## src/rtl/pwm_output_stage.sv

```systemverilog
// pwm_output_stage
//   Generates one shared 8-bit PWM waveform and gates it onto 16 output pins
//   according to the output-enable and PWM-select registers from the SPI
//   register block.
//
//   Optional feature macro: PWM_DUTY_SHADOW_EN
//     defined   : duty value is latched once per period, on the wrap cycle
//     undefined : duty value is used combinationally (takes effect next clock)
//
// Parameters
//   CLK_DIV          system clocks per PWM counter step (1..255)
// Ports
//   clk              system clock, rising edge
//   rst              synchronous active-high reset
//   en_reg_out_7_0   output enable, pins 7..0
//   en_reg_out_15_8  output enable, pins 15..8
//   en_reg_pwm_7_0   PWM select, pins 7..0
//   en_reg_pwm_15_8  PWM select, pins 15..8
//   pwm_duty_cycle   duty value in 1/256 steps (0xFF = 100%)
//   out              registered pin drive
//   period_start     high in the first clock of each PWM period
module pwm_output_stage #(
  parameter int unsigned CLK_DIV = 13
) (
  input  logic        clk,
  input  logic        rst,
  input  logic [7:0]  en_reg_out_7_0,
  input  logic [7:0]  en_reg_out_15_8,
  input  logic [7:0]  en_reg_pwm_7_0,
  input  logic [7:0]  en_reg_pwm_15_8,
  input  logic [7:0]  pwm_duty_cycle,
  output logic [15:0] out,
  output logic        period_start
);

  localparam int unsigned PW = (CLK_DIV <= 1) ? 1 : $clog2(CLK_DIV);
  localparam logic [PW-1:0] PRESC_LAST = PW'(CLK_DIV - 1);

  logic [15:0]   en_out, en_pwm;
  logic [PW-1:0] presc_q, presc_d;
  logic [7:0]    cnt_q, cnt_d;
  logic [15:0]   out_q, out_d;
  logic [7:0]    duty_act;
  logic          presc_last, wrap, pwm_sig;

  assign en_out = {en_reg_out_15_8, en_reg_out_7_0};
  assign en_pwm = {en_reg_pwm_15_8, en_reg_pwm_7_0};

  assign presc_last = (presc_q == PRESC_LAST);
  // Last clock of the period: the next edge returns both counters to zero.
  assign wrap       = presc_last && (cnt_q == 8'hFF);

`ifdef PWM_DUTY_SHADOW_EN
  logic [7:0] duty_q, duty_d;

  // Load only at the wrap so every period sees exactly one duty value.
  always_comb begin
    duty_d = duty_q;
    if (wrap) duty_d = pwm_duty_cycle;
  end

  always_ff @(posedge clk) begin
    if (rst) duty_q <= 8'h00;
    else     duty_q <= duty_d;
  end

  assign duty_act = duty_q;
`else
  assign duty_act = pwm_duty_cycle;
`endif

  // 0xFF is forced high so full scale means no low cycle at all.
  assign pwm_sig = (duty_act == 8'hFF) || (cnt_q < duty_act);

  always_comb begin
    presc_d = presc_last ? '0 : presc_q + PW'(1);
    cnt_d   = presc_last ? cnt_q + 8'd1 : cnt_q;
    // Disabled pins drive 0; enabled pins drive PWM if selected, else 1.
    out_d   = en_out & (~en_pwm | {16{pwm_sig}});
  end

  always_ff @(posedge clk) begin
    if (rst) begin
      presc_q <= '0;
      cnt_q   <= 8'h00;
      out_q   <= 16'h0000;
    end else begin
      presc_q <= presc_d;
      cnt_q   <= cnt_d;
      out_q   <= out_d;
    end
  end

  assign out          = out_q;
  // State-only decode; no combinational path from any input.
  assign period_start = (presc_q == '0) && (cnt_q == 8'h00);

endmodule
```

## config.mk

```make
export PLATFORM = sky130hd
export DESIGN_NAME = pwm_output_stage
export DESIGN_NICKNAME = d
export VERILOG_FILES = /design/src/rtl/pwm_output_stage.sv
export SDC_FILE = /design/constraint.sdc
export NUM_CORES = 1
export LEC_CHECK = 0
export ABC_CLOCK_PERIOD_IN_PS = 3470
export BUFFER_PORTS_ARGS = -buffer_cell sky130_fd_sc_hd__buf_4
export CAP_MARGIN = 20
export CORE_MARGIN = 2
export CORE_UTILIZATION = 30
export CTS_BUF_LIST = sky130_fd_sc_hd__clkbuf_8
export DETAILED_ROUTE_END_ITERATION = 8
export PLACE_DENSITY_LB_ADDON = 0.3
export SLEW_MARGIN = 15
export SYNTH_ARGS = -nofsm -noshare
export SYNTH_HDL_FRONTEND = slang
export SYNTH_SLANG_ARGS = --single-unit
```

## constraint.sdc

```tcl
create_clock -name clk -period 3.47 [get_ports clk]
set_input_delay 0.694 -clock clk [delete_from_list [all_inputs] [get_ports clk]]
set_output_delay 0.694 -clock clk [all_outputs]
set_load 0.02 [all_outputs]
```

[Word level (Yosys, flattened, before mapping)]
Cells that the tools add are included.
Operators by class
  $add $sub $neg: 2
  magnitude comparators: 1
  equal/unequal tests: 2
  bitwise operators: 3
  reductions and logical operators: 5
Operator list (count)
  AND 16 bit: 1
  NOT 16 bit: 1
  bitwise OR 16 bit: 1
  adder 8 x 1 -> 8 bit, second input constant: 1
  equality test 8 bit, second input constant: 1
  zero test 8 bit: 1
  < comparator 8 bit: 1
  adder 4 x 1 -> 4 bit, second input constant: 1
  equality test 4 bit, second input constant: 1
  zero test 4 bit: 1
  OR reduction 2 bit: 1
  logical AND 1 bit: 1
  logical OR 1 bit: 1
Storage, ports and cells
  register bits: 28
  bits of input ports: 42
  output and inout bits: 17
  word-level logic and storage cells: 16

[Logic depth before layout (Yosys ltp)]
  depth after elaboration: 4
  mapped depth: 7
  mapped depth without buffers: 6

[Worst setup path after synthesis]
Ideal clock, no wire load.
  kind: input port to flip-flop
  start: in pwm_duty_cycle[6]
  end: reg out_q[10], in the netlist out[10]
  library setup time: 0.116 ns
  data arrival time: 1.906 ns
  required time: 3.354 ns
  slack: 1.448 ns
  stages on the path: 7
  buffers on the path: 1
  cell sequence: inv_1 ha_1 and4_1 o21ai_1 o32ai_4 buf_6 a21oi_2
Between the ends
  longest elaborated chain between the ends: 4
  elaborated cells between the ends (all ways): 5
  classes of those cells: order compare: 1; eq/ne: 1; bitwise: 2; reduce/logical: 1
RTL lines
  start: declaration: RTL line 31  | input logic [7:0] pwm_duty_cycle,
  < comparator 8 bit or equality test 8 bit (tied branches): RTL line 73  | assign pwm_sig = (duty_act == 8'hFF) || (cnt_q < duty_act);
  logical OR 1 bit (*): RTL line 73
  bitwise OR 16 bit (*): RTL line 79  | out_d = en_out & (~en_pwm | {16{pwm_sig}});
  AND 16 bit (*): RTL line 79
  end signal: assignment: RTL line 90  | out_q <= out_d;
  end: declaration: RTL line 42  | logic [15:0] out_q, out_d;
Mark *: on every way between the ends. The rest lies on a longest branch, timed or not.
A chain may end at the register's enable or synchronous reset.

[Worst setup path in the final report]
  start: in pwm_duty_cycle[6]
  end: reg out_q[0], in the netlist out[0]
Same word-level chain as after synthesis.

==> flow_metrics.tcl <==
set metrics [dict create \
    power_switching_uw 152 \
    r2r-start "cnt_q[6]" \
    wire_per_inst_um 11.5 \
    grt_overflow 0 \
    ys_types 31 \
    yosys.area.top_type "dfxtp_1" \
    cpMaxStageDelayCell "o32ai_4" \
    finalCritPeriodShare_pct 63.6 \
    dp_hpwl_um 2230 \
    rrSetupSlack_ns 1.41 \
    clock_latency_ns 0.27 \
    grt_max_degree 29 \
    cts_setup_buffers 0 \
    antenna_found_initial 0 \
    htree_levels 1 \
    async_reset_ff_share_pct 0 \
    layout-drive-gt1-share_pct 38.0 \
    final_max_slew_viol_count 0 \
    cts-resized-gates 0 \
    hold_class "flip-flop to flip-flop" \
    gp_congestion 0.754 \
    r2r_cells 6 \
    final_common_cell "buf_4" \
    fin_tns_setup_ns 0 \
    yosysTopAreaCellShare_pct 41.3 \
    fin_crit_ns 2.21 \
    cp.required_ns 3.64 \
    pwr-share-seq_pct 52.3 \
    tightestPinTransition_ns 0.640 \
    cts.clk_slew.worst_paths_ns 0.09 \
    num_antenna_cells 0 \
    drc 0 \
    synthTopCellsByArea "dfxtp_1 (41%), ha_1 (10%), nand2b_1 (7.4%)" \
    die_w_um 71.2 \
    clk_path_buf_depth 2 \
    synthCells 142 \
    hold_depth 1 \
    synth_edf_count 0 \
    critical-path-top-delay-family "compound AO/OA/AOI/OAI gates" \
    firstDrtPassIters 4 \
    p_clk_share_pct 30.7 \
    grt_first_pass_wirelength_um 4970 \
    cts_tree "yes" \
    switching_share_pct 23.4 \
    ys_seq_area_share_pct 41.3 \
    hold_path_end "presc_q[0]" \
    crit_path_max_fanout 11 \
    crit_top_cell "buf_4" \
    p_leak_nw 0.865 \
    synth-seq-cells 28 \
    grt_usage_pct 12.1 \
    ys.flop_type "dfxtp_1" \
    p_int_uw 498 \
    ant_nets 0 \
    grt_pass1_vias 1160 \
    fp-row-count 24 \
    vias 1168 \
    startpoint_type "primary input" \
    cts_sinks 28 \
    routed_wl_um 2890 \
    comb_power_share_pct 17.1 \
    numPortBuffers 58 \
    setup_viol 0 \
    p_per_area_nw_per_um2 343 \
    fp.dieArea_um2 5080 \
    cts_made_buffers 3 \
    synth_nets 195 \
    final_cell_mix "buf_4 (59), dfxtp_1 (28), nand2b_1 (16)" \
    fmax_mhz 453 \
    area_growth_pct 39.6 \
    cts_hold_buffers 0 \
    dp_slack_ns 0.939 \
    skew_ns 0.00155 \
    drv_cap 0 \
    ios 59 \
    min_from "presc_q[0]" \
    peakVddDrop_v 0.000197 \
    worst_r2r_endpoint "out[0]" \
    initial_core_util_pct 31.1 \
    arrival_ns 2.38 \
    drt-initial-drc-count 26 \
    status "complete, no violations" \
    vias_per_cell 4.63 \
    core_um2 4350 \
    crit_chain "buf_4 > inv_1 > ha_1 > and4_1 > o21ai_1 > o32ai_4 > buf_4 > a21oi_1" \
    avgSynthCellArea_um2 9.55 \
    root_buffer "clkbuf_8" \
    worst_setup_path_end_kind "flip-flop" \
    dieHeight_um 71.2 \
    layout_setup_ws_ns 1.26 \
    hold_violations 0 \
    critPathKind "primary input to flip-flop" \
    yosys_warnings 0 \
    final_nets 254 \
    rsz0062_at_grt "false" \
    slew_headroom_pct 57.4 \
    path_buf_inv 3 \
    crit_path_max_incr_delay_ns 0.62 \
    netlist_area_um2 1360 \
]
## registers in the layout (all words and copies together) (netlist names)
register	cells
presc_q	4
cnt_q	8
out	16
## logic make-up (layout without fill, tap and decap cells)
| logic type | count (synthesis) | in the layout | synth area share (%) |
|---|---|---|---|
| DFF | 28 | 28 | 41.3 |
| and+or+nand+nor | 50 | 50 | 21.5 |
| adders and majority gates | 11 | 11 | 10.1 |
| buffers and inverters | 17 | 75 | 5.26 |
| xor gates and xnor gates | 6 | 6 | 3.88 |
| AOI/OAI and AO/OA | 30 | 30 | 17.9 |
## stage by stage
| step | cells | utilization (%) | cell area, µm² | power, mW | hold slack [ns] |
|---|---|---|---|---|---|
| floorplan | 142 | - | 1360 | 0.397 | 0.456 |
| global placement | 248 | 42.2 | 1840 | 0.459 | 0.481 |
| CTS | 252 | 43.5 | 1890 | 0.662 | 0.502 |
| detailed placement | 248 | 42.2 | 1840 | 0.460 | 0.487 |
| global route | 252 | 43.5 | 1890 | 0.683 | 0.549 |
| finish | 252 | 43.5 | 1890 | 0.650 | 0.505 |
## cell type report
cell class	instances	area, µm²
fillers	448	2460
multi-input cells	97	724
flip-flops and latches	28	561
repair buffers	59	443
well taps	52	65.1
clock buffers	4	55.1
inverters	12	45.0
## layer usage
layer / GRT usage (%) / up-vias / wire, µm / part of all wire [%]
met5: 0 / - / 0 / 0
met4: 3.77 / 0 / 19 / 0.66
met3: 4.78 / 2 / 315 / 11
met2: 18.5 / 44 / 1230 / 42
met1: 15.6 / 518 / 1330 / 46
li1: - / 604 / - / -
## how the worst max path moves through the flow
stage                 startpoint  slack [ns]  endpoint  cells past startpoint
2_1_floorplan  pwm_duty_cycle[6]        1.45   out[10]                      7
6_report       pwm_duty_cycle[6]        1.26    out[0]                      8
4_1_cts        pwm_duty_cycle[6]        1.24    out[0]                      8
5_1_grt        pwm_duty_cycle[6]        1.13    out[0]                      8
3_3_place_gp   pwm_duty_cycle[6]        0.98    out[0]                      8
3_5_place_dp   pwm_duty_cycle[6]        0.94    out[0]                      8
## power by group through the flow
stage / registers (mW) / clock network, mW / logic [mW]
after floorplan: 0.360 / 0 / 0.0375
after detailed placement: 0.347 / 0 / 0.112
after global routing: 0.342 / 0.218 / 0.122
after CTS: 0.340 / 0.209 / 0.112
final: 0.340 / 0.199 / 0.111
after global placement: 0.347 / 0 / 0.112
## synth_stat cells (all sizes together), types with 2 or more instances
cell,number
clkbuf,4
nand4,5
dfxtp,28
nor2,7
xnor2,3
o21ai,3
and3,2
a21oi,22
nand3,2
nor3,4
nand2,6
ha,11
inv,12
xor2,3
nand2b,17
Power figures use the tool's default switching activity.
